## src/rtl/wb_stage.sv

```systemverilog
// wb_stage: MEM/WB pipeline register and write-back unit for MiniMIPS32.
// Captures the MEM-stage result each edge, extracts and extends load data
// from the synchronous data-RAM word, and drives the register-file write port.
//
// Optional feature: define MINIMIPS_HILO_EN to add the HI/LO write port
// (mem_whilo/mem_hilo in, wb_whilo/wb_hilo out). Without it, no HI/LO
// ports or state exist.
//
// Ports:
//   cpu_clk_50M  core clock, rising-edge updates
//   cpu_rst      synchronous active-high reset
//   stall        hold WB contents this edge
//   flush        squash the instruction entering WB (wins over stall)
//   mem_*        MEM-stage result fields
//   dm           data-RAM read word, valid in the first WB cycle of a load
//   wb_wa/wb_wd/wb_we        register-file write port
//   wb_whilo/wb_hilo         HI/LO write port (MINIMIPS_HILO_EN only)
module wb_stage #(
  localparam int unsigned REG_BUS      = 32,
  localparam int unsigned REG_ADDR_BUS = 5
) (
  input  logic                    cpu_clk_50M,
  input  logic                    cpu_rst,
  input  logic                    stall,
  input  logic                    flush,
  input  logic [REG_ADDR_BUS-1:0] mem_wa,
  input  logic                    mem_wreg,
  input  logic [REG_BUS-1:0]      mem_dreg,
  input  logic                    mem_mreg,
  input  logic [3:0]              mem_dre,
  input  logic                    mem_sext,
`ifdef MINIMIPS_HILO_EN
  input  logic                    mem_whilo,
  input  logic [2*REG_BUS-1:0]    mem_hilo,
`endif
  input  logic [REG_BUS-1:0]      dm,
  output logic [REG_ADDR_BUS-1:0] wb_wa,
  output logic [REG_BUS-1:0]      wb_wd,
`ifdef MINIMIPS_HILO_EN
  output logic                    wb_whilo,
  output logic [2*REG_BUS-1:0]    wb_hilo,
`endif
  output logic                    wb_we
);

  logic [REG_ADDR_BUS-1:0] wa_q;
  logic                    wreg_q;
  logic [REG_BUS-1:0]      dreg_q;
  logic                    mreg_q;
  logic [3:0]              dre_q;
  logic                    sext_q;
  logic                    held;
  logic [REG_BUS-1:0]      dm_buf;

  // Pipeline register plus load-word buffer. The buffer freezes the RAM word
  // on the first stalled edge so the RAM is free to change while WB holds.
  always_ff @(posedge cpu_clk_50M) begin
    if (cpu_rst || flush) begin
      wa_q   <= '0;
      wreg_q <= 1'b0;
      dreg_q <= '0;
      mreg_q <= 1'b0;
      dre_q  <= '0;
      sext_q <= 1'b0;
      held   <= 1'b0;
      dm_buf <= '0;
    end else if (stall) begin
      if (mreg_q && !held) begin
        held   <= 1'b1;
        dm_buf <= dm;
      end
    end else begin
      wa_q   <= mem_wa;
      wreg_q <= mem_wreg;
      dreg_q <= mem_dreg;
      mreg_q <= mem_mreg;
      dre_q  <= mem_dre;
      sext_q <= mem_sext;
      held   <= 1'b0;
    end
  end

`ifdef MINIMIPS_HILO_EN
  logic                 whilo_q;
  logic [2*REG_BUS-1:0] hilo_q;

  // HI/LO fields follow the same reset/flush/stall rules as the GPR fields.
  always_ff @(posedge cpu_clk_50M) begin
    if (cpu_rst || flush) begin
      whilo_q <= 1'b0;
      hilo_q  <= '0;
    end else if (!stall) begin
      whilo_q <= mem_whilo;
      hilo_q  <= mem_hilo;
    end
  end

  assign wb_whilo = whilo_q;
  assign wb_hilo  = hilo_q;
`endif

  function automatic logic [REG_BUS-1:0] ext_byte(input logic [7:0] b, input logic s);
    return s ? {{(REG_BUS-8){b[7]}}, b} : {{(REG_BUS-8){1'b0}}, b};
  endfunction

  function automatic logic [REG_BUS-1:0] ext_half(input logic [15:0] h, input logic s);
    return s ? {{(REG_BUS-16){h[15]}}, h} : {{(REG_BUS-16){1'b0}}, h};
  endfunction

  logic [REG_BUS-1:0] load_word;
  logic [REG_BUS-1:0] load_data;

  // Lane select and extension of the load word.
  always_comb begin
    load_word = held ? dm_buf : dm;
    load_data = '0;
    case (dre_q)
      4'b1111: load_data = load_word;
      4'b0001: load_data = ext_byte(load_word[7:0],   sext_q);
      4'b0010: load_data = ext_byte(load_word[15:8],  sext_q);
      4'b0100: load_data = ext_byte(load_word[23:16], sext_q);
      4'b1000: load_data = ext_byte(load_word[31:24], sext_q);
      4'b0011: load_data = ext_half(load_word[15:0],  sext_q);
      4'b1100: load_data = ext_half(load_word[31:16], sext_q);
      default: load_data = '0;
    endcase
  end

  // Writes to $0 are suppressed.
  assign wb_wa = wa_q;
  assign wb_we = wreg_q && (wa_q != '0);
  assign wb_wd = mreg_q ? load_data : dreg_q;

endmodule
```

## config.mk

```make
export PLATFORM = sky130hd
export DESIGN_NAME = wb_stage
export DESIGN_NICKNAME = d
export VERILOG_FILES = /design/src/rtl/wb_stage.sv
export SDC_FILE = /design/constraint.sdc
export NUM_CORES = 1
export LEC_CHECK = 0
export BUFFER_PORTS_ARGS = -buffer_cell sky130_fd_sc_hd__buf_2
export CORE_ASPECT_RATIO = 0.7
export CORE_UTILIZATION = 39
export CTS_BUF_LIST = sky130_fd_sc_hd__clkbuf_8
export DETAILED_ROUTE_END_ITERATION = 8
export GPL_ROUTABILITY_DRIVEN = 0
export HOLD_SLACK_MARGIN = 0.03
export PLACE_DENSITY = 0.71
export SLEW_MARGIN = 20
export SYNTH_ARGS = -nofsm -noshare
export SYNTH_HDL_FRONTEND = slang
export SYNTH_SLANG_ARGS = --single-unit
```

## constraint.sdc

```tcl
create_clock -name cpu_clk_50M -period 2.4 [get_ports cpu_clk_50M]
set_input_delay 0.48 -clock cpu_clk_50M [delete_from_list [all_inputs] [get_ports cpu_clk_50M]]
set_output_delay 0.48 -clock cpu_clk_50M [all_outputs]
set_load 0.03 [all_outputs]
```

# After elaboration in Yosys (flattened, before gate mapping)

Cells that the tools add are included.

Register bits: 77
Input port bits: 80
Output and inout bits: 38
Word-level logic and storage cells: 32

Equality and inequality tests: 7
Multiplexer cells: 9
Bitwise logic cells: 1
Reduce and logical (&&, ||, !) cells: 7

Operator list:

| cell                                          | number |
|---|---|
| 2-to-1 mux 32 bit                             | 8 |
| one-hot mux 32 bit (7 select lines)           | 1 |
| == test 4 bit, second input constant          | 3 |
| == test 4 x 2 -> 1 bit, second input constant | 2 |
| nonzero test 5 bit                            | 1 |
| == test 4 x 1 -> 1 bit, second input constant | 1 |
| == test 4 x 3 -> 1 bit, second input constant | 1 |
| logical AND 1 bit                             | 2 |
| AND reduction 2 bit                           | 1 |
| OR reduction 2 bit                            | 1 |
| logical NOT 1 bit                             | 1 |
| logical OR 1 bit                              | 1 |
| inverter 1 bit                                | 1 |

# Depth between registers and ports, before layout

Gate-level depths: netlist of the first run.

Depth after elaboration: 4
Depth in mapped cells: 7

# Least setup slack after synthesis of the first run

No wires, ideal clock.

Path kind: reg-to-output
Start: reg dre_q[0]
End: out wb_wd[19]
Arrival time: 2024 ps
Setup slack: -104 ps
Cell stages (with the launch flop): 8
Path buffers: 3
Path through: dfxtp_1 buf_2 or3b_1 buf_4 o2111ai_4 nand3_2 buf_2 o221ai_1

Longest elaborated chain between the ends: 3
Elaborated cells on any way between the ends: 9
Those cells by class: 7 x eq/ne; 2 x mux

Ends and longest elaborated chain:

| element                                     | RTL line | RTL |
|---|---|---|
| start, declared                             | 50       | `logic [3:0] dre_q;` |
| start signal, assigned                      | 77       | `dre_q <= mem_dre;` |
| == test 4 bit, or another cell as far along | 117      | `case (dre_q)` |
| one-hot mux 32 bit (7 select lines) *       | 117      |  |
| 2-to-1 mux 32 bit *                         | 132      | `assign wb_wd = mreg_q ? load_data : dreg_q;` |
| end, declared                               | 38       | `output logic [REG_BUS-1:0] wb_wd,` |

Every way passes the cells marked *; elsewhere a longest branch is shown, timed or not.

# Worst setup path after layout of the first run

Start: reg held
End: out wb_wd[17]

Longest elaborated chain between the ends: 4
Elaborated cells on any way between the ends: 9
Those cells by class: 9 x mux

Ends and longest elaborated chain:

| element                                     | RTL line | RTL |
|---|---|---|
| start, declared                             | 52       | `logic held;` |
| start signal, assigned                      | 65       | `held <= 1'b0;` |
| start signal, assigned                      | 69       | `held <= 1'b1;` |
| start signal, assigned                      | 79       | `held <= 1'b0;` |
| 2-to-1 mux 32 bit *                         | 115      | `load_word = held ? dm_buf : dm;` |
| 2-to-1 mux 32 bit, on equally long branches | 107, 103 |  |
| one-hot mux 32 bit (7 select lines) *       | 117      |  |
| 2-to-1 mux 32 bit *                         | 132      |  |

Marks and branches as above.

==> impl_metrics.env, run 1 <==
export IMPL_outcome="complete, but fails checks"
export IMPL_violations="negative setup slack"
export IMPL_synth_top_area_share_pct=37.9
export IMPL_hold_buffers=0
export IMPL_arrival_ns=2.26
export IMPL_antenna_found_initial=1
export IMPL_rows=30
export IMPL_finish_utilization_pct=63.6
export IMPL_holdPathStages=3
export IMPL_fillers=799
export IMPL_reg2regPathDepth=5
export IMPL_finClkSkew_ns=0.00750
export IMPL_final_cells=762
export IMPL_required_ns=1.92
export IMPL_worst_hold_path_type="input port to register"
export IMPL_synth_top_area_cell="dfxtp_1"
export IMPL_io_pin_count=118
export IMPL_worstHoldEndpoint="dre_q[2]"
export IMPL_hold_viol_final=0
export IMPL_grt_pass1_wl_mm=21.0
export IMPL_drv_slew=0
export IMPL_netlist_area_um2=4060
export IMPL_layout_commonest_cell="buf_2"
export IMPL_core_area_um2=9910
export IMPL_grt_max_degree=78
export IMPL_start_util_pct=41.0
export IMPL_max_clock_freq_mhz=365
export IMPL_power_per_cell_area_nw_per_um2=448
export IMPL_synth_area_leaders="dfxtp_1 (38%), mux2i_1 (17%), nand2_1 (6.3%)"
export IMPL_postRouteAntennaNets=0
export IMPL_tritoncts="done"
export IMPL_period_share_pct=114
export IMPL_clk_pin_slew_worst_paths_ns=0.08
export IMPL_hp_start="mem_dre[2]"
export IMPL_port_buffers=117
export IMPL_dieArea_um2=10800
export IMPL_reg2reg_from="mreg_q"
export IMPL_cap_violations=0
export IMPL_p_total_mw=2.82
export IMPL_synth_ff_type="dfxtp_1"
export IMPL_r2r_slack_ns=0.49
export IMPL_wire_per_inst_um=18.9
export IMPL_pre_cts_ws_ns=-0.0721
export IMPL_synth_edf_count=0
export IMPL_vias=4257
export IMPL_syn_num_nets=551
export IMPL_synth_seq_cells=77
export IMPL_numCtsBuffers=9
export IMPL_finalSetupViolCount=32
export IMPL_drt_total_wl_mm=14.4
export IMPL_clk_latency_ns=0.36
export IMPL_syn_to_final_growth_pct=55.0
export IMPL_tightest_slew_ns=0.815
export IMPL_first_pass_iters=7
export IMPL_layout_drive_gt1_share_pct=46.9
export IMPL_yosysWarnings=0
export IMPL_drt_iter0_drc=304
export IMPL_path_class="register to output port"
export IMPL_async_flop_share_pct=0
export IMPL_grt_overflow_total=0
export IMPL_cts_root_buffer="clkbuf_8"
export IMPL_slew_headroom_pct=45.6
export IMPL_drc=0
export IMPL_clk_path_buf_depth=2
export IMPL_die_h_um=87.4
export IMPL_finalWorstSetupSlack_ns=-0.337
export IMPL_endpoint_kind="output port"
export IMPL_fin_nets=708
export IMPL_power_leakage_nw=2.45
export IMPL_r2r_end="dm_buf[1]"
export IMPL_first_global_vias=4105
export IMPL_start_kind="register"
export IMPL_dp_hpwl_mm=9.73
export IMPL_avgSynthCellArea_um2=8.63
export IMPL_ir_drop_mv=0.412
export IMPL_finalWorstPathRequiredPeriod_ns=2.74
export IMPL_die_w_um=124
export IMPL_dp_cells=726
export IMPL_track_usage_pct=25.9
export IMPL_rsz0062_at_grt="true"
export IMPL_synth_cells=471
export IMPL_cts_htree_levels=3
export IMPL_via_per_inst=5.59
export IMPL_yosysUniqueCellTypes=39
export IMPL_clock_sinks=77
export IMPL_ys_seq_area_share_pct=37.9
export IMPL_mostFrequentLayoutCells="buf_2 (86), dfxtp_1 (71), nand2_1 (67), buf_4 (57), nor2_1 (52)"
export IMPL_path_max_fanout=16
==> cell type report <==
class	instances	area (um^2)	area share (%)
clock inverter	5	25.0	0.397
sequential	77	1560	24.7
multi-input combinational	335	2880	45.6
clock buffer	11	151	2.40
timing repair buffer	189	1470	23.3
tap	128	160	2.54
antenna	1	2.50	0.0397
inverter	16	60.1	0.953
==> layer usage <==
layer,global-route usage [%],wire length (um),vias to the layer above
li1,-,-,1981
met4,8.77,317,0
met3,7.92,1380,36
met1,33.5,6000,2038
met2,41.1,6740,202
met5,0,0,-
==> cells by family after synthesis <==
family                    share of synthesized area [%]
AOI/OAI and AO/OA                                  18.4
xor gates and xnor gates                          0.216
buffers and inverters                              6.10
DFF                                                37.9
muxes                                              18.9
and+or+nand+nor                                    18.4
==> report_power, final <==
part | leakage, nW | total (mW) | switching, mW | internal [mW]
Combinational | 1.72 | 0.589 | 0.316 | 0.273
Sequential | 0.628 | 1.33 | 0.0233 | 1.30
Clock | 0.0986 | 0.905 | 0.483 | 0.423
==> worst max path at each step <==
stage	startpoint	to	slack (ns)	depth (start not counted)
floorplan	dre_q[0]	wb_wd[19]	-0.10	7
global placement	dm[31]	wb_wd[16]	-0.04	8
detailed placement	dre_q[2]	wb_wd[6]	-0.07	6
CTS	held	wb_wd[16]	-0.31	7
global route	held	wb_wd[20]	-0.42	8
finish	held	wb_wd[17]	-0.34	8
==> Yosys cell counts (2+ instances only) <==
| library cell | instances |
|---|---|
| clkbuf_1 | 20 |
| inv_1 | 16 |
| nand3_1 | 8 |
| buf_2 | 12 |
| nand2b_1 | 17 |
| o221ai_1 | 14 |
| nor3_1 | 3 |
| nor2_1 | 56 |
| or3b_1 | 2 |
| o32ai_1 | 8 |
| or4b_1 | 2 |
| mux2_2 | 7 |
| buf_1 | 9 |
| mux2i_1 | 69 |
| a211oi_1 | 7 |
| o22ai_1 | 15 |
| nand2_1 | 68 |
| dfxtp_1 | 77 |
| a21oi_1 | 32 |
| o221ai_2 | 10 |
==> state kept, by name, indices dropped and copies added (netlist names) <==
name and cells:
dm_buf 32, dreg_q 32, wb_wa 5, dre_q 4
held 1, mreg_q 1, sext_q 1, wreg_q 1
==> worst max-delay path: stages, from the launching register on <==
cell and delay, ns:
dfxtp_4 0.37, buf_12 0.13, mux2i_4 0.25, buf_6 0.14, o32ai_4 0.10, nor4_4 0.35, buf_12 0.20, o221ai_1 0.13
buf_4 0.19
==> per-stage QoR <==
stage	instance area (um^2)	TNS, ns	hold slack [ns]
finish	6300	-8.47	0.345
detailed placement	5050	-1.16	0.447
CTS	5880	-6.91	0.334
global route	6300	-10.59	0.332
floorplan	4070	-1.01	0.433
global placement	5050	-0.243	0.438
==> what timing repair did <==
item,CTS,global route
gates resized for setup,126,64
pin swaps,8,13
gates cloned,2,0
endpoints found under the setup margin,32,32
setup buffers,11,8
Note: power is estimated with default switching activity, not from simulation.
==> run 2, diff against run 1 <==
--- a/config.mk
+++ b/config.mk
@@ -5,13 +5,16 @@
 export SDC_FILE = /design/constraint.sdc
 export NUM_CORES = 1
 export LEC_CHECK = 0
+export ABC_CLOCK_PERIOD_IN_PS = 2400
 export BUFFER_PORTS_ARGS = -buffer_cell sky130_fd_sc_hd__buf_2
 export CORE_ASPECT_RATIO = 0.7
 export CORE_UTILIZATION = 39
 export CTS_BUF_LIST = sky130_fd_sc_hd__clkbuf_8
+export CTS_CLUSTER_DIAMETER = 60
 export DETAILED_ROUTE_END_ITERATION = 8
 export GPL_ROUTABILITY_DRIVEN = 0
 export HOLD_SLACK_MARGIN = 0.03
+export MAX_ROUTING_LAYER = met4
 export PLACE_DENSITY = 0.71
 export SLEW_MARGIN = 20
 export SYNTH_ARGS = -nofsm -noshare
==> run 2 against run 1 <==
  * The flow still finishes with violations (negative setup slack)
  * Setup slack lost 0.018 ns
  * Power shrank 0.50%
  * Critical path depth shrank 1
  * Utilization shrank 0.59 points
  * Wire length shrank 0.46%
  * Combinational power shrank 1%
  * Sequential power is essentially flat
  * Worst hold slack gained 0.0037 ns
  * Via count grew 0.66%
  * Clock power shrank 0.6%
  * Register-to-register slack lost 0.18 ns
  * First-iteration DRC count grew 37%
  * Critical path type unchanged
  * Largest cell class unchanged
==> impl_metrics.env, run 2 (synthesized netlist as in run 1, its figures left out) <==
export IMPL_violations="negative setup slack"
export IMPL_finClkSkew_ns=0.00507
export IMPL_power_share_clock_pct=32.1
export IMPL_tightest_slew_ns=0.818
export IMPL_first_global_vias=4130
export IMPL_seq_power_share_pct=47.2
export IMPL_ff_latch_area_um2=1560
export IMPL_tritoncts="done"
export IMPL_cts_htree_levels=3
export IMPL_final_cells=761
export IMPL_drt_iter0_drc=415
export IMPL_ir_drop_mv=0.408
export IMPL_postRouteAntennaNets=0
export IMPL_antenna_found_initial=1
export IMPL_dp_hpwl_mm=9.73
export IMPL_dieArea_um2=10800
export IMPL_p_comb_share_pct=20.7
export IMPL_clk_pin_slew_worst_paths_ns=0.08
export IMPL_die_h_um=87.4
export IMPL_path_class="register to output port"
export IMPL_finalSetupViolCount=32
export IMPL_required_ns=1.92
export IMPL_switching_share_pct=29.0
export IMPL_finish_utilization_pct=63.0
export IMPL_grt_pass1_wl_mm=20.9
export IMPL_worst_hold_path_type="input port to register"
export IMPL_start_util_pct=41.0
export IMPL_mostFrequentLayoutCells="buf_2 (86), dfxtp_1 (72), nand2_1 (67), buf_4 (59), nor2_1 (52)"
export IMPL_p_switching_uw=812
export IMPL_power_per_cell_area_nw_per_um2=450
export IMPL_outcome="complete, but fails checks"
export IMPL_period_share_pct=115
export IMPL_cts_root_buffer="clkbuf_8"
export IMPL_via_per_inst=5.63
export IMPL_die_w_um=124
export IMPL_path_max_fanout=9
export IMPL_track_usage_pct=26.7
export IMPL_fin_nets=707
export IMPL_layout_commonest_cell="buf_2"
export IMPL_slew_headroom_pct=45.5
export IMPL_fin_setup_tns_ns=-8.02
export IMPL_start_kind="register"
export IMPL_syn_to_final_growth_pct=53.6
export IMPL_grt_max_degree=78
export IMPL_drt_total_wl_mm=14.4
export IMPL_hold_viol_final=0
export IMPL_arrival_ns=2.28
export IMPL_rows=30
export IMPL_multi_input_area_um2=2840
export IMPL_clk_latency_ns=0.36
export IMPL_drv_slew=0
export IMPL_placed_area_um2=5050
export IMPL_drc=0
export IMPL_layout_drive_gt1_share_pct=46.0
export IMPL_clock_sinks=77
export IMPL_grt_overflow_total=0
export IMPL_clk_path_buf_depth=2
export IMPL_rsz0062_at_grt="true"
export IMPL_numCtsBuffers=9
export IMPL_max_clock_freq_mhz=363
export IMPL_wire_per_inst_um=18.9
export IMPL_power_leakage_nw=2.44
export IMPL_first_pass_iters=5
export IMPL_fillers=808
export IMPL_dp_cells=726
export IMPL_finalWorstPathRequiredPeriod_ns=2.76
export IMPL_power_internal_mw=1.99
export IMPL_port_buffers=117
export IMPL_endpoint_kind="output port"
export IMPL_vias=4285
export IMPL_finalWorstSetupSlack_ns=-0.355
export IMPL_cap_violations=0
export IMPL_io_pin_count=118
export IMPL_core_area_um2=9910
export IMPL_fin_area_um2=6240
==> run 2: final cells by class <==
class / instances / share of cell area (%)
diodes: 1 / 0.0401
clock buffers: 11 / 2.43
clock inverters: 5 / 0.401
inverters: 16 / 0.962
multi-input cells: 335 / 45.4
flip-flops and latches: 77 / 24.9
well taps: 128 / 2.57
repair buffers: 188 / 23.2
==> run 2: path summary, 6_finish.rpt <==
path | start | to | slack [ns] | cells past startpoint
worst max-delay path | dre_q[3] | wb_wd[10] | -0.36 | 7
worst min-delay path | mem_wa[0] | wb_wa[0] | 0.35 | 3
worst max register to register | mreg_q | dm_buf[8] | 0.31 | 5
worst min register to register | dm_buf[0] | dm_buf[0] | 0.46 | 2
==> run 2: power groups by stage <==
stage          Clock [mW]  Sequential (mW)  Combinational (mW)
4_1_cts             0.919             1.32               0.523
2_1_floorplan           0             1.35               0.248
3_5_place_dp            0             1.35               0.445
3_3_place_gp            0             1.35               0.435
5_1_grt             0.990             1.33               0.610
6_report            0.900             1.32               0.581
==> run 2: critical path, cell delays in order (launching register included) <==
cell and delay (ns):
dfxtp_2 0.37, or2_1 0.36, o32ai_4 0.42, buf_4 0.20
nor2_4 0.07, buf_6 0.13, o221ai_2 0.19, buf_6 0.16
==> run 2: repair_timing <==
action / in CTS / in global routing
hold buffers: 0 / 0
setup buffers: 11 / 6
cloned: 2 / 0
pin swaps: 8 / 12
setup endpoints to repair: 32 / 32
resized for setup: 126 / 52
==> run 2: metrics by stage <==
step | total power, mW | hold slack [ns] | worst slack (ns)
after floorplan | 1.60 | 0.433 | -0.104
after global placement | 1.79 | 0.438 | -0.0376
after detailed placement | 1.80 | 0.447 | -0.0721
after CTS | 2.77 | 0.334 | -0.306
after global routing | 2.93 | 0.330 | -0.408
final | 2.81 | 0.348 | -0.355
==> run 2: layer usage <==
layer | GRT usage, % | share of wire, %
met4 | 8.77 | 2.6
met3 | 7.59 | 9.7
met1 | 33.8 | 42
met2 | 41.0 | 46
met5 | - | 0
==> run 3, diff against run 2 <==
--- a/config.mk
+++ b/config.mk
@@ -7,6 +7,8 @@
 export LEC_CHECK = 0
 export ABC_CLOCK_PERIOD_IN_PS = 2400
 export BUFFER_PORTS_ARGS = -buffer_cell sky130_fd_sc_hd__buf_2
+export CELL_PAD_IN_SITES_DETAIL_PLACEMENT = 1
+export CELL_PAD_IN_SITES_GLOBAL_PLACEMENT = 1
 export CORE_ASPECT_RATIO = 0.7
 export CORE_UTILIZATION = 39
 export CTS_BUF_LIST = sky130_fd_sc_hd__clkbuf_8
@@ -15,7 +17,7 @@
 export GPL_ROUTABILITY_DRIVEN = 0
 export HOLD_SLACK_MARGIN = 0.03
 export MAX_ROUTING_LAYER = met4
-export PLACE_DENSITY = 0.71
+export PLACE_DENSITY = 0.9
 export SLEW_MARGIN = 20
 export SYNTH_ARGS = -nofsm -noshare
 export SYNTH_HDL_FRONTEND = slang
==> run 3 against run 2 <==
  * The flow still finishes with violations (negative setup slack)
  * Setup slack got worse by 0.060 ns
  * Via count rose by 1.3%
  * Sequential power barely moved
  * Clock skew rose by 0.0019 ns
  * Worst hold slack got worse by 0.017 ns
  * Power rose by 2.2%
  * Wire length rose by 18%
  * Non-clock buffer count fell by 9
  * Combinational power fell by 7.6%
==> impl_metrics.env, run 3 (synthesized netlist as in run 1, its figures left out) <==
export IMPL_outcome="complete, but fails checks"
export IMPL_violations="negative setup slack"
export IMPL_p_total_mw=2.87
export IMPL_required_ns=1.92
export IMPL_cts_htree_levels=3
export IMPL_path_max_fanout=8
export IMPL_arrival_ns=2.34
export IMPL_start_util_pct=41.0
export IMPL_fillers=1188
export IMPL_endpoint_kind="output port"
export IMPL_cts_root_buffer="clkbuf_8"
export IMPL_grt_overflow_total=0
export IMPL_first_pass_iters=5
export IMPL_crit_cells=6
export IMPL_num_antenna_cells=0
export IMPL_layout_drive_gt1_share_pct=41.4
export IMPL_tightest_slew_ns=0.699
export IMPL_power_leakage_nw=2.32
export IMPL_hold_viol_final=0
export IMPL_grt_max_degree=34
export IMPL_track_usage_pct=32.1
export IMPL_clk_path_buf_depth=2
export IMPL_period_share_pct=117
export IMPL_grt_pass1_wl_mm=24.4
export IMPL_fin_nets=698
export IMPL_first_global_vias=4519
export IMPL_clk_latency_ns=0.38
export IMPL_slew_headroom_pct=53.4
export IMPL_die_h_um=87.4
export IMPL_postRouteAntennaNets=0
export IMPL_crit_buf_inv=2
export IMPL_antenna_found_initial=0
export IMPL_drt_iter0_drc=263
export IMPL_reg2regPathDepth=5
export IMPL_vias=4341
export IMPL_crit_top_cell="buf_4"
export IMPL_via_per_inst=5.78
export IMPL_dieArea_um2=10800
export IMPL_core_area_um2=9910
export IMPL_cp_top_family="compound AO/OA/AOI/OAI gates"
export IMPL_holdPathStages=3
export IMPL_finClkSkew_ns=0.00699
export IMPL_drt_total_wl_mm=17.0
export IMPL_cap_violations=0
export IMPL_layout_commonest_cell="buf_2"
export IMPL_ir_drop_mv=0.321
export IMPL_max_clock_freq_mhz=355
export IMPL_syn_to_final_growth_pct=42.6
export IMPL_port_buffers=117
export IMPL_die_w_um=124
export IMPL_pre_cts_ws_ns=-0.143
export IMPL_rows=30
export IMPL_wire_per_inst_um=22.6
export IMPL_dp_hpwl_mm=11.6
export IMPL_crit_chain="or3b_4 -> o32ai_4 -> buf_4 -> nor2_4 -> o221ai_1 -> buf_4"
export IMPL_io_pin_count=118
export IMPL_clock_sinks=77
export IMPL_drv_slew=0
export IMPL_finalWorstSetupSlack_ns=-0.415
export IMPL_finalWorstPathRequiredPeriod_ns=2.82
export IMPL_start_kind="register"
export IMPL_worst_hold_path_type="input port to register"
export IMPL_power_per_cell_area_nw_per_um2=495
export IMPL_clk_pin_slew_worst_paths_ns=0.08
export IMPL_fin_setup_tns_ns=-9.05
export IMPL_rsz0062_at_grt="true"
export IMPL_numCtsBuffers=9
export IMPL_drc=0
export IMPL_crit_path_top_delay_cell="or3b_4"
export IMPL_hold_buffers=0
export IMPL_hold_slack_ns=0.332
export IMPL_tritoncts="done"
export IMPL_path_class="register to output port"
export IMPL_mostFrequentLayoutCells="buf_2 (85), dfxtp_1 (72), buf_4 (69), nand2_1 (67)"
export IMPL_cpPeakStageDelay_ns=0.44
export IMPL_finalSetupViolCount=32
run 3: routing by layer:
| layer | vias to the layer above | GRT usage, % | part of all wire [%] |
|---|---|---|---|
| li1 | 1962 | - | - |
| met1 | 2122 | 36.4 | 40 |
| met2 | 209 | 53.3 | 49 |
| met3 | 48 | 9.16 | 7.2 |
| met4 | 0 | 13.2 | 3.5 |
| met5 | - | - | 0 |
run 3: repair_timing:
action	CTS	global route
pin swaps	4	2
setup endpoints to repair	32	32
resized for setup	70	40
setup buffers	1	10
run 3: area by class of cell:
class                      instances  area, um^2  area share [%]
multi-input combinational        335        2540            43.8
sequential                        77        1550            26.7
timing repair buffer             179        1290            22.3
tap                              128         160            2.76
clock buffer                      10         138            2.37
inverter                          16        60.1            1.04
clock inverter                     6        55.1           0.950
run 3: through the flow:
step           utilization (%)  std cells  area (um^2)
2_1_floorplan                -        471         4070
3_3_place_gp              50.9        724         5050
3_5_place_dp              51.0        724         5050
4_1_cts                   55.4        741         5490
5_1_grt                   58.5        751         5800
6_report                  58.5        751         5800
run 3: worst register-to-register path, stage by stage, from the launching register on:
cell and delay (ns):
dfxtp_2 0.33, buf_12 0.15, buf_4 0.18, and3b_2 0.70, nand2_1 0.22, a21oi_1 0.20
run 3: power by group:
group / internal [mW] / switching [mW] / leakage (nW)
Combinational: 0.236 / 0.301 / 1.59
Sequential: 1.30 / 0.0219 / 0.627
Clock: 0.498 / 0.508 / 0.105
Total: 2.04 / 0.831 / 2.32
run 3: final timing paths:
path / start / to / slack (ns)
setup / recovery: dre_q[2] / wb_wd[13] / -0.42
hold reg to reg: dm_buf[0] / dm_buf[0] / 0.46
hold / removal: mem_dreg[18] / dreg_q[18] / 0.33
setup reg to reg: held / dm_buf[8] / 0.56
